`config.mk`:
```
export PLATFORM = sky130hd
export DESIGN_NAME = uart_rx_os
export DESIGN_NICKNAME = d
export VERILOG_FILES = /design/src/rtl/uart_rx_pkg.sv /design/src/rtl/uart_rx_os_baud_tick.sv /design/src/rtl/uart_rx_os.sv
export SDC_FILE = /design/constraint.sdc
export NUM_CORES = 1
export LEC_CHECK = 0
export CAP_MARGIN = 40
export CORE_MARGIN = 1
export CORE_UTILIZATION = 63
export DETAILED_ROUTE_END_ITERATION = 12
export PLACE_DENSITY = 0.86
export RECOVER_POWER = 50
export SYNTH_ARGS = -nofsm -noshare
export SYNTH_HDL_FRONTEND = slang
export SYNTH_SLANG_ARGS = --single-unit
```
`constraint.sdc`:
```
create_clock -name clk_i -period 8.05 [get_ports clk_i]
set_input_delay 2.0125 -clock clk_i [delete_from_list [all_inputs] [get_ports clk_i]]
set_output_delay 2.0125 -clock clk_i [all_outputs]
set_load 0.02 [all_outputs]
```
`src/rtl/uart_rx_pkg.sv`:
```
// uart_rx_pkg: shared types and constants for the oversampling UART receiver.
//   rx_state_e       - receiver FSM states
//   parity_type_e    - parity sense selected by parity_type_i
//   uart_rx_status_t - one-cycle status pulses driven on the commit cycle
//   MIN_DATA_BITS    - smallest frame data width; data_bits_i is clamped to it
package uart_rx_pkg;

    typedef enum logic [2:0] {
        IDLE,
        START,
        DATA,
        PARITY,
        STOP1,
        STOP2
    } rx_state_e;

    typedef enum logic {
        PARITY_EVEN = 1'b0,
        PARITY_ODD  = 1'b1
    } parity_type_e;

    typedef struct packed {
        logic parity_error;
        logic frame_error;
        logic overrun;
        logic brk;
    } uart_rx_status_t;

    localparam int MIN_DATA_BITS = 5;

endpackage

```
`src/rtl/uart_rx_os_baud_tick.sv`:
```
// uart_baud_tick: oversample clock-enable generator shared by the UART RX/TX.
//   clk, arst_n  - clock, asynchronous active-low reset
//   clear        - synchronous restart: counter and sample index go to 0
//   div          - clk cycles per tick (0 behaves as 1)
//   tick         - high on the terminal count of the divisor counter
//   sample_idx   - index of the current tick within the bit, 0..OVERSAMPLE-1
module uart_baud_tick #(
    parameter int DIV_WIDTH  = 32,
    parameter int OVERSAMPLE = 16
) (
    input  logic                          clk,
    input  logic                          arst_n,
    input  logic                          clear,
    input  logic [DIV_WIDTH-1:0]          div,
    output logic                          tick,
    output logic [$clog2(OVERSAMPLE)-1:0] sample_idx
);

    localparam int IDX_W = $clog2(OVERSAMPLE);
    localparam logic [DIV_WIDTH-1:0] DIV_ONE  = {{(DIV_WIDTH-1){1'b0}}, 1'b1};
    localparam logic [IDX_W-1:0]     IDX_ONE  = {{(IDX_W-1){1'b0}}, 1'b1};
    localparam logic [IDX_W-1:0]     IDX_LAST = IDX_W'(OVERSAMPLE - 1);

    logic [DIV_WIDTH-1:0] cnt;
    logic [DIV_WIDTH-1:0] div_q;
    logic [DIV_WIDTH-1:0] div_eff;

    assign div_eff = (div == '0) ? DIV_ONE : div;

    // The divisor is only sampled at a wrap or a clear, so a change in div
    // never strands the counter above a smaller terminal count.
    assign tick = (cnt == div_q - DIV_ONE);

    always_ff @(posedge clk or negedge arst_n) begin
        if (!arst_n) begin
            cnt        <= '0;
            div_q      <= DIV_ONE;
            sample_idx <= '0;
        end else if (clear) begin
            cnt        <= '0;
            div_q      <= div_eff;
            sample_idx <= '0;
        end else if (tick) begin
            cnt        <= '0;
            div_q      <= div_eff;
            sample_idx <= (sample_idx == IDX_LAST) ? '0 : sample_idx + IDX_ONE;
        end else begin
            cnt <= cnt + DIV_ONE;
        end
    end

endmodule

```
`src/rtl/uart_rx_os.sv`:
```
// uart_rx_os: single-clock oversampling UART receiver.
//   clk_i, arst_ni     - system clock, asynchronous active-low reset
//   div_i              - clk_i cycles per oversample tick
//   data_bits_i        - data bits per frame (clamped to 5..MAX_DATA_BITS)
//   parity_en_i        - parity bit present; parity_type_i 0 even / 1 odd
//   extra_stop_i       - two stop bits
//   rx_i               - asynchronous serial input
//   data_o/data_valid_o/data_ready_i - single-entry received word buffer
//   parity_error_o, frame_error_o, overrun_o, break_o - one-cycle pulses
module uart_rx_os
    import uart_rx_pkg::*;
#(
    parameter int MAX_DATA_BITS = 8,
    parameter int OVERSAMPLE    = 16,
    parameter int DIV_WIDTH     = 32,
    parameter int SYNC_STAGES   = 2
) (
    input  logic                               clk_i,
    input  logic                               arst_ni,
    input  logic [DIV_WIDTH-1:0]               div_i,
    input  logic [$clog2(MAX_DATA_BITS+1)-1:0] data_bits_i,
    input  logic                               parity_en_i,
    input  logic                               parity_type_i,
    input  logic                               extra_stop_i,
    input  logic                               rx_i,
    output logic [MAX_DATA_BITS-1:0]           data_o,
    output logic                               data_valid_o,
    input  logic                               data_ready_i,
    output logic                               parity_error_o,
    output logic                               frame_error_o,
    output logic                               overrun_o,
    output logic                               break_o
);

    localparam int CNT_W = $clog2(MAX_DATA_BITS + 1);
    localparam int IDX_W = $clog2(OVERSAMPLE);
    localparam logic [IDX_W-1:0] IDX_S0  = IDX_W'(OVERSAMPLE / 2 - 1);
    localparam logic [IDX_W-1:0] IDX_S1  = IDX_W'(OVERSAMPLE / 2);
    localparam logic [IDX_W-1:0] IDX_S2  = IDX_W'(OVERSAMPLE / 2 + 1);
    localparam logic [CNT_W-1:0] NB_MIN  = CNT_W'(MIN_DATA_BITS);
    localparam logic [CNT_W-1:0] NB_MAX  = CNT_W'(MAX_DATA_BITS);
    localparam logic [CNT_W-1:0] CNT_ONE = {{(CNT_W-1){1'b0}}, 1'b1};

    function automatic logic majority3(input logic a, input logic b, input logic c);
        return (a & b) | (a & c) | (b & c);
    endfunction

    logic [SYNC_STAGES-1:0] sync_q;
    logic                   rx_s;
    logic                   rx_prev;
    logic                   fall;

    rx_state_e              state;
    logic                   tick;
    logic [IDX_W-1:0]       sample_idx;
    logic                   start_det;
    logic                   samp_a;
    logic                   samp_b;
    logic                   decide;
    logic                   bit_val;

    logic [CNT_W-1:0]         nb_clamped;
    logic [CNT_W-1:0]         nbits_q;
    logic [CNT_W-1:0]         bit_cnt;
    logic                     par_en_q;
    parity_type_e             par_type_q;
    logic                     two_stop_q;
    logic [MAX_DATA_BITS-1:0] shift_q;
    logic                     par_bit_q;
    logic                     par_err_q;
    logic                     stop1_q;

    logic                     commit;
    logic                     stop1_val;
    logic                     frame_bad;
    logic                     brk_det;

    logic [MAX_DATA_BITS-1:0] data_q;
    logic                     data_valid_q;
    uart_rx_status_t          status_q;

    // rx_i is asynchronous; it only reaches the FSM through this chain.
    always_ff @(posedge clk_i or negedge arst_ni) begin
        if (!arst_ni) begin
            sync_q  <= '1;
            rx_prev <= 1'b1;
        end else begin
            sync_q  <= {sync_q[SYNC_STAGES-2:0], rx_i};
            rx_prev <= rx_s;
        end
    end

    assign rx_s      = sync_q[SYNC_STAGES-1];
    assign fall      = rx_prev & ~rx_s;
    assign start_det = (state == IDLE) & fall;

    uart_baud_tick #(
        .DIV_WIDTH  (DIV_WIDTH),
        .OVERSAMPLE (OVERSAMPLE)
    ) u_baud_tick (
        .clk        (clk_i),
        .arst_n     (arst_ni),
        .clear      (start_det),
        .div        (div_i),
        .tick       (tick),
        .sample_idx (sample_idx)
    );

    always_comb begin
        nb_clamped = data_bits_i;
        if (data_bits_i < NB_MIN) begin
            nb_clamped = NB_MIN;
        end else if (data_bits_i > NB_MAX) begin
            nb_clamped = NB_MAX;
        end
    end

    // The third sample is taken live on the decision tick.
    assign decide  = tick & (sample_idx == IDX_S2);
    assign bit_val = majority3(samp_a, samp_b, rx_s);

    always_comb begin
        commit    = decide & (((state == STOP1) & ~two_stop_q) | (state == STOP2));
        stop1_val = (state == STOP2) ? stop1_q : bit_val;
        frame_bad = ~bit_val | ~stop1_val;
        brk_det   = (shift_q == '0) & ~(par_en_q & par_bit_q) & ~stop1_val;
    end

    always_ff @(posedge clk_i or negedge arst_ni) begin
        if (!arst_ni) begin
            state        <= IDLE;
            samp_a       <= 1'b1;
            samp_b       <= 1'b1;
            nbits_q      <= NB_MIN;
            bit_cnt      <= '0;
            par_en_q     <= 1'b0;
            par_type_q   <= PARITY_EVEN;
            two_stop_q   <= 1'b0;
            shift_q      <= '0;
            par_bit_q    <= 1'b0;
            par_err_q    <= 1'b0;
            stop1_q      <= 1'b1;
            data_q       <= '0;
            data_valid_q <= 1'b0;
            status_q     <= '0;
        end else begin
            status_q <= '0;
            if (data_valid_q && data_ready_i) begin
                data_valid_q <= 1'b0;
            end
            if (tick && sample_idx == IDX_S0) begin
                samp_a <= rx_s;
            end
            if (tick && sample_idx == IDX_S1) begin
                samp_b <= rx_s;
            end

            case (state)
                IDLE: begin
                    if (fall) begin
                        state      <= START;
                        nbits_q    <= nb_clamped;
                        par_en_q   <= parity_en_i;
                        par_type_q <= parity_type_e'(parity_type_i);
                        two_stop_q <= extra_stop_i;
                        shift_q    <= '0;
                        bit_cnt    <= '0;
                        par_bit_q  <= 1'b0;
                        par_err_q  <= 1'b0;
                        stop1_q    <= 1'b1;
                    end
                end
                START: begin
                    if (decide) begin
                        state <= bit_val ? IDLE : DATA;
                    end
                end
                DATA: begin
                    if (decide) begin
                        for (int i = 0; i < MAX_DATA_BITS; i++) begin
                            if (bit_cnt == CNT_W'(i)) begin
                                shift_q[i] <= bit_val;
                            end
                        end
                        if (bit_cnt == nbits_q - CNT_ONE) begin
                            state <= par_en_q ? PARITY : STOP1;
                        end else begin
                            bit_cnt <= bit_cnt + CNT_ONE;
                        end
                    end
                end
                PARITY: begin
                    if (decide) begin
                        par_bit_q <= bit_val;
                        par_err_q <= ((^shift_q) ^ bit_val) != (par_type_q == PARITY_ODD);
                        state     <= STOP1;
                    end
                end
                STOP1: begin
                    if (decide) begin
                        if (two_stop_q) begin
                            stop1_q <= bit_val;
                            state   <= STOP2;
                        end else begin
                            state <= IDLE;
                        end
                    end
                end
                STOP2: begin
                    if (decide) begin
                        state <= IDLE;
                    end
                end
                default: state <= IDLE;
            endcase

            // Returning to IDLE at the last stop decision lets a back-to-back
            // start edge be caught; the word and flags land one cycle later.
            if (commit) begin
                status_q.parity_error <= par_en_q & par_err_q;
                status_q.frame_error  <= frame_bad | brk_det;
                status_q.brk          <= brk_det;
                if (!data_valid_q || data_ready_i) begin
                    data_q       <= shift_q;
                    data_valid_q <= 1'b1;
                end else begin
                    status_q.overrun <= 1'b1;
                end
            end
        end
    end

    assign data_o         = data_q;
    assign data_valid_o   = data_valid_q;
    assign parity_error_o = status_q.parity_error;
    assign frame_error_o  = status_q.frame_error;
    assign overrun_o      = status_q.overrun;
    assign break_o        = status_q.brk;

endmodule

```
==> flow_metrics.env <==
export IMPL_drv_cap=1
export IMPL_path_cells="clkbuf_1, buf_4"
export IMPL_worstSkewPairLatency_ns=0.40
export IMPL_synth_xor_area_frac=0.105
export IMPL_num_rows=37
export IMPL_path_clk_slew_ns=0.10
export IMPL_wl_per_cell_um=17.9
export IMPL_cts_setup_buffers=0
export IMPL_synthArstFlopShare=1.00
export IMPL_min_path_type="flop to flop"
export IMPL_h_tree_depth=3
export IMPL_grt_remaining_overflow=0
export IMPL_power_switching_uw=397
export IMPL_yosysWarnings=0
export IMPL_status="finished with violations"
export IMPL_cp_required_ns=8.54
export IMPL_swShare=0.304
export IMPL_cp_depth=2
export IMPL_finalSetupTns_ns=0
export IMPL_drc=0
export IMPL_via_count=5398
export IMPL_grt_pass1_vias=5300
export IMPL_pwr_share_comb=0.187
export IMPL_grt_max_degree=61
export IMPL_cpLargestDelayFamily="buffers and inverters"
export IMPL_cts_root_buf="clkbuf_8"
export IMPL_reg2reg_depth=8
export IMPL_p_int_uw=906
export IMPL_drive_gt1_frac=0.107
export IMPL_post_cts_resized=0
export IMPL_synthMuxAreaShare=0.0987
export IMPL_die_w_um=105
export IMPL_critical_path_class="input pin to async pin"
export IMPL_place_area_sq_um=7320
export IMPL_grtUsageTotal=0.298
export IMPL_r2r_start="u_baud_tick.div_q[7]"
export IMPL_end_kind="async pin"
export IMPL_grt_first_pass_wirelength_um=25800
export IMPL_drt_first_pass_iters=5
export IMPL_num_antenna_cells=0
export IMPL_leakage_uw=0.00313
export IMPL_io_buffers=55
export IMPL_synth_fp_nets=764
export IMPL_numClockSinks=111
export IMPL_post_dp_hpwl_um=11500
export IMPL_fillers=753
export IMPL_drtAntennaViolNets=0
export IMPL_synth_edf_count=0
export IMPL_start_util=0.652
export IMPL_antenna_found_initial=0
export IMPL_design_area_sq_um=7540
export IMPL_power_density_nw_per_um2=173
export IMPL_worstMarginPinSlew_ns=3.15
export IMPL_hp_start="sync_q[0]"
export IMPL_pwr_share_seq=0.519
export IMPL_fp_dieH_um=105
export IMPL_yosysTopAreaCellShare=0.379
export IMPL_finalCritPeriodShare=0.571
export IMPL_ioPinCount=56
export IMPL_avgSynthCellArea_sq_um=9.52
export IMPL_synthSimpleGateAreaFrac=0.245
export IMPL_place_congestion=0.921
export IMPL_area_growth_syn_to_layout_pct=12.0
export IMPL_power_frac_clock=0.294
export IMPL_final_nets=797
export IMPL_finalHoldViolations=0
export IMPL_period_needed_ns=4.60
export IMPL_worstPathArrival_ns=5.08
export IMPL_hold_depth=0
export IMPL_tritoncts="built"
export IMPL_cts_hold_buf=0
export IMPL_crit_path_start="arst_ni"
export IMPL_synthFlopType="dfrtp_1"
export IMPL_vias_per_cell=6.13
export IMPL_finalWirelength_um=15800
export IMPL_synth_top_cell_by_area="dfrtp_1"
export IMPL_crit_buf_inv=2
export IMPL_max_vdd_ir_drop_mv=0.193
export IMPL_die_area_sq_um=11100
export IMPL_seq_area_frac_synth=0.414
export IMPL_netlist_area_sq_um=6730
export IMPL_synthTopCellsByArea="dfrtp_1 (38%), xnor2_1 (5.5%), xor2_1 (5.1%)"
export IMPL_synth_top_family_by_area="simple AND/OR/NAND/NOR gates"
export IMPL_ys_ff_latch=111
export IMPL_clockBufferDepth=2
export IMPL_slowest_delay_ns=2.19
export IMPL_fmax_mhz=218
export IMPL_synth_cells=707
export IMPL_drv_slew=61
export IMPL_fin_worst_skew_ns=0.0106
export IMPL_violations="max-capacitance violations, max-slew violations"
export IMPL_rsz0062_at_grt="no"
export IMPL_synth_distinct_cells=64
export IMPL_cp_max_fo=60
export IMPL_synthAdderAreaFrac=0.0260
export IMPL_critPathLaunchType="input pin"
export IMPL_setup_violations_final=0
export IMPL_core_sq_um=10300
export IMPL_critPathSlowestCell="clkbuf_1"
export IMPL_slew_limit_headroom=-1.10
export IMPL_synth_compound_area_share=0.0705
export IMPL_cts_made_buffers=9
export IMPL_initialDrtViolationCount=250
## flip-flops by register name, indices dropped and copies added (netlist names), 2 cells and up
| register | cells |
|---|---|
| bit_cnt | 4 |
| data_o | 8 |
| nbits_q | 4 |
| shift_q | 8 |
| state | 3 |
| sync_q | 2 |
| u_baud_tick.cnt | 32 |
| u_baud_tick.div_q | 32 |
| u_baud_tick.sample_idx | 4 |
## metrics by stage
| step | power, uW | setup slack, ns | util | cells | hold WS [ns] |
|---|---|---|---|---|---|
| finish | 1300 | 3.45 | 0.730 | 881 | 0.371 |
| global route | 1360 | 2.75 | 0.730 | 881 | 0.380 |
| CTS | 1310 | 3.76 | 0.731 | 881 | 0.368 |
| detailed placement | 926 | 3.79 | 0.709 | 865 | 0.353 |
| global placement | 916 | 3.85 | 0.708 | 864 | 0.346 |
| floorplan | 840 | 4.87 | - | 707 | 0.345 |
## power by group through the flow
stage / sequential (uW) / clock, uW / combinational (uW)
after floorplan: 651 / 0 / 190
after global placement: 683 / 0 / 233
after detailed placement: 686 / 0 / 240
after CTS: 676 / 389 / 243
after global routing: 684 / 410 / 268
final: 677 / 382 / 244
## layer usage
metal	vias up	wire (um)	GRT usage
met5	-	0	0
met4	0	355	0.0976
met3	27	779	0.0742
met2	154	7800	0.502
met1	2658	6820	0.375
li1	2559	-	-
## area by class of cell
| type | instances | area [sq um] | share of cell area |
|---|---|---|---|
| clock inverter | 6 | 97.6 | 0.0129 |
| inverter | 26 | 97.6 | 0.0129 |
| sequential | 111 | 2790 | 0.370 |
| multi-input combinational | 532 | 3680 | 0.488 |
| timing repair buffer | 60 | 582 | 0.0772 |
| tap | 136 | 170 | 0.0226 |
| clock buffer | 10 | 128 | 0.0169 |
## cells in the final DEF (no fill, tap or decap), types with 13 or more instances in the layout
master	synthesis	final
a21oi_1	13	13
ha_1	14	14
nor4_1	34	34
clkdlybuf4s50_1	0	49
nand2_1	57	57
mux2_2	23	23
nor2_1	72	71
xnor2_1	42	42
xor2_1	39	39
mux2i_1	15	15
dfrtp_1	102	102
nor3_1	24	24
nand4_1	19	19
o21ai_0	22	22
inv_1	26	26
mux2_4	17	17
nand2b_1	13	13
nand3_1	23	23
## final timing paths
path	endpoint	slack (ns)
max reg2reg	data_o[5]	3.65
min reg2reg	sync_q[1]	0.37
min	sync_q[1]	0.37
max in group clk_i	data_o[5]	3.65
max	data_o[0]	3.45
min in group asynchronous	u_baud_tick.cnt[3]	2.65
## synth_stat cells (all sizes together), types with 2 or more instances
cell type / instances
dfrtp: 102
nor2: 72
nand2: 57
xnor2: 42
mux2: 40
xor2: 39
nor4: 36
clkbuf: 28
inv: 26
nor3: 25
nand3: 23
o21ai: 23
nand4: 19
mux2i: 15
ha: 14
a21oi: 13
nand2b: 13
a31oi: 11
and3: 10
buf: 10
or4: 10
dfstp: 9
nor2b: 9
or3: 7
nand4b: 6
o211ai: 5
and4: 4
a21o: 3
and2: 3
o21a: 3
or2: 3
a211oi: 2
a31o: 2
o22ai: 2
o31ai: 2
## cells by family (layout without fill, tap and decap cells)
| kind of cell | after synthesis | count (layout) |
|---|---|---|
| and+or+nand+nor | 307 | 307 |
| buffers and inverters | 64 | 102 |
| muxes | 55 | 55 |
| DFF | 111 | 111 |
| xor gates and xnor gates | 81 | 81 |
| adders and majority gates | 14 | 14 |
| AOI/OAI and AO/OA | 75 | 75 |
Power figures use the tool's default switching activity.
==> patch, RTL diff (config.mk and constraints unchanged) <==
Register the inputs `div_i` and `rx_i` before use. The logic sees them one clock later. The other inputs are not delayed to match. Comments in the files are not updated.
--- a/src/rtl/uart_rx_os.sv
+++ b/src/rtl/uart_rx_os.sv
@@ -41,6 +41,14 @@
     localparam logic [CNT_W-1:0] NB_MAX  = CNT_W'(MAX_DATA_BITS);
     localparam logic [CNT_W-1:0] CNT_ONE = {{(CNT_W-1){1'b0}}, 1'b1};
 
+    logic [DIV_WIDTH-1:0] div_r;
+    logic rx_q;
+
+    always_ff @(posedge clk_i) begin
+        div_r <= div_i;
+        rx_q  <= rx_i;
+    end
+
     function automatic logic majority3(input logic a, input logic b, input logic c);
         return (a & b) | (a & c) | (b & c);
     endfunction
@@ -85,7 +93,7 @@
             sync_q  <= '1;
             rx_prev <= 1'b1;
         end else begin
-            sync_q  <= {sync_q[SYNC_STAGES-2:0], rx_i};
+            sync_q  <= {sync_q[SYNC_STAGES-2:0], rx_q};
             rx_prev <= rx_s;
         end
     end
@@ -101,7 +109,7 @@
         .clk        (clk_i),
         .arst_n     (arst_ni),
         .clear      (start_det),
-        .div        (div_i),
+        .div        (div_r),
         .tick       (tick),
         .sample_idx (sample_idx)
     );
Check against the original RTL: same outputs for any inputs over 10 cycles, from zero or initial values and one cycle with arst_ni low; that may be too few to reach the edited logic, so the function may still have changed.
==> patch against the original RTL <==
- the flow still finishes with violations (max-capacitance violations, max-slew violations)
- setup slack worse by 0.48 ns
- routed wire length rose by 9.7%
- synthesized area increased by 9.1%
- sequential cell count rose by 33
- global-route usage increased by 1.6 points
- die area increased by 8.9%
- total power grew 45%
- register-to-register slack got worse by 0.41 ns
- core utilization increased by 1.9 points
- final area is 13% higher
==> patch: results (changes against the original RTL) <==
Worst setup path
  • Worst-path maximum fanout: 62 (+3.3%)
  • CP max stage delay: 1.89 ns (-0.30 ns)
  • Flop-to-flop setup slack: 3.24 ns (-0.41 ns)
  • CP Capture Point: u_baud_tick.cnt[30]$_DFF_PN0_
  • Crit path DAT: 5.35 ns (+0.27 ns)

CTS
  • Cts bufs inserted: 17 (+8)
  • Skew-Pair Late Insertion Delay: 0.44 ns (+0.04 ns)
  • H-tree depth: 4 (+1)
  • CTS root buf: clkbuf_16

Yosys
  • Synth top area cells: dfrtp_1 (35%), dfxtp_1 (9.0%), xnor2_1 (5.7%), xor2_1 (4.3%), mux2_1 (3.7%)
  • Proportion of synthesized area in mux cells: 7.11% (-2.8 points)
  • Post-Synth Adder-Cell Area: 2.39% (-0.22 points)
  • FFs w/ async S/R, synth: 77.1% (-23 points)
  • Top cells by count, synth: dfrtp_1 (102), nor2_1 (68), xnor2_1 (48)
  • Sequential share of the synthesized area: 47.0% (+5.6 points)

Outcome
  • Status: finished with violations
  • Violated checks: max-capacitance violations, max-slew violations

STA
  • Final Slew Violations: 113 (+85%)
  • Worst hold margin: 0.302 ns (-0.0689 ns)
  • Final setup margin: 2.98 ns (-0.477 ns)

GRT
  • Global-route usage over all layers: 31.4% (+1.6 points)
  • Largest net degree at the start of global routing: 65 (+6.6%)

Finish
  • Fraction of layout cells with a size suffix above 1: 8.78% (-2.0 points)
  • Top Registers: div_r: 32 flops, u_baud_tick.cnt: 32 flops, u_baud_tick.div_q: 32 flops

Hold path
  • Min-Delay Endpoint: sync_q[0]$_DFF_PN1_
  • Hold Crit Start: rx_q$_DFF_P_

Power and ir drop
  • Leakage: 3.62 nW (+16%)
  • Sw Ratio: 28.5% (-2.0 points)

Route
  • DR WL/cell: 18.4 um (+2.9%)
  • DRT Pass-1 Iters: 6 (+1)
  • Routed vias: 5942 (+10%)

Placed design
  • Pre-CTS setup slack: 3.38 ns (-0.416 ns)
  • Post-detailed-placement half-perimeter wirelength: 11900 um (+3.5%)
  • Placed insts: 908 (+5.0%)

Run
  • Max-cap viol count: 2 (+1)
## patch: metal layers
metal	part of all wire [%]	track usage, %	vias to the layer above
li1	-	-	2730
met1	39	35.6	2890
met2	51	53.6	258
met3	6.5	8.36	64
met4	3.7	17.2	0
met5	0	0	-
## patch: area by class of cell
cell class	count	area (um^2)
fill	782	2850
clock inverter	15	159
inverter	27	101
tap	143	179
multi-input combinational	533	3620
sequential	144	3450
clock buffer	17	425
timing repair buffer	61	584
## patch: power groups by stage
stage / clock [mW] / combinational [mW] / sequential [mW]
finish: 0.773 / 0.277 / 0.845
global route: 0.819 / 0.307 / 0.851
CTS: 0.783 / 0.278 / 0.842
detailed placement: 0 / 0.276 / 0.854
global placement: 0 / 0.262 / 0.849
floorplan: 0 / 0.215 / 0.820
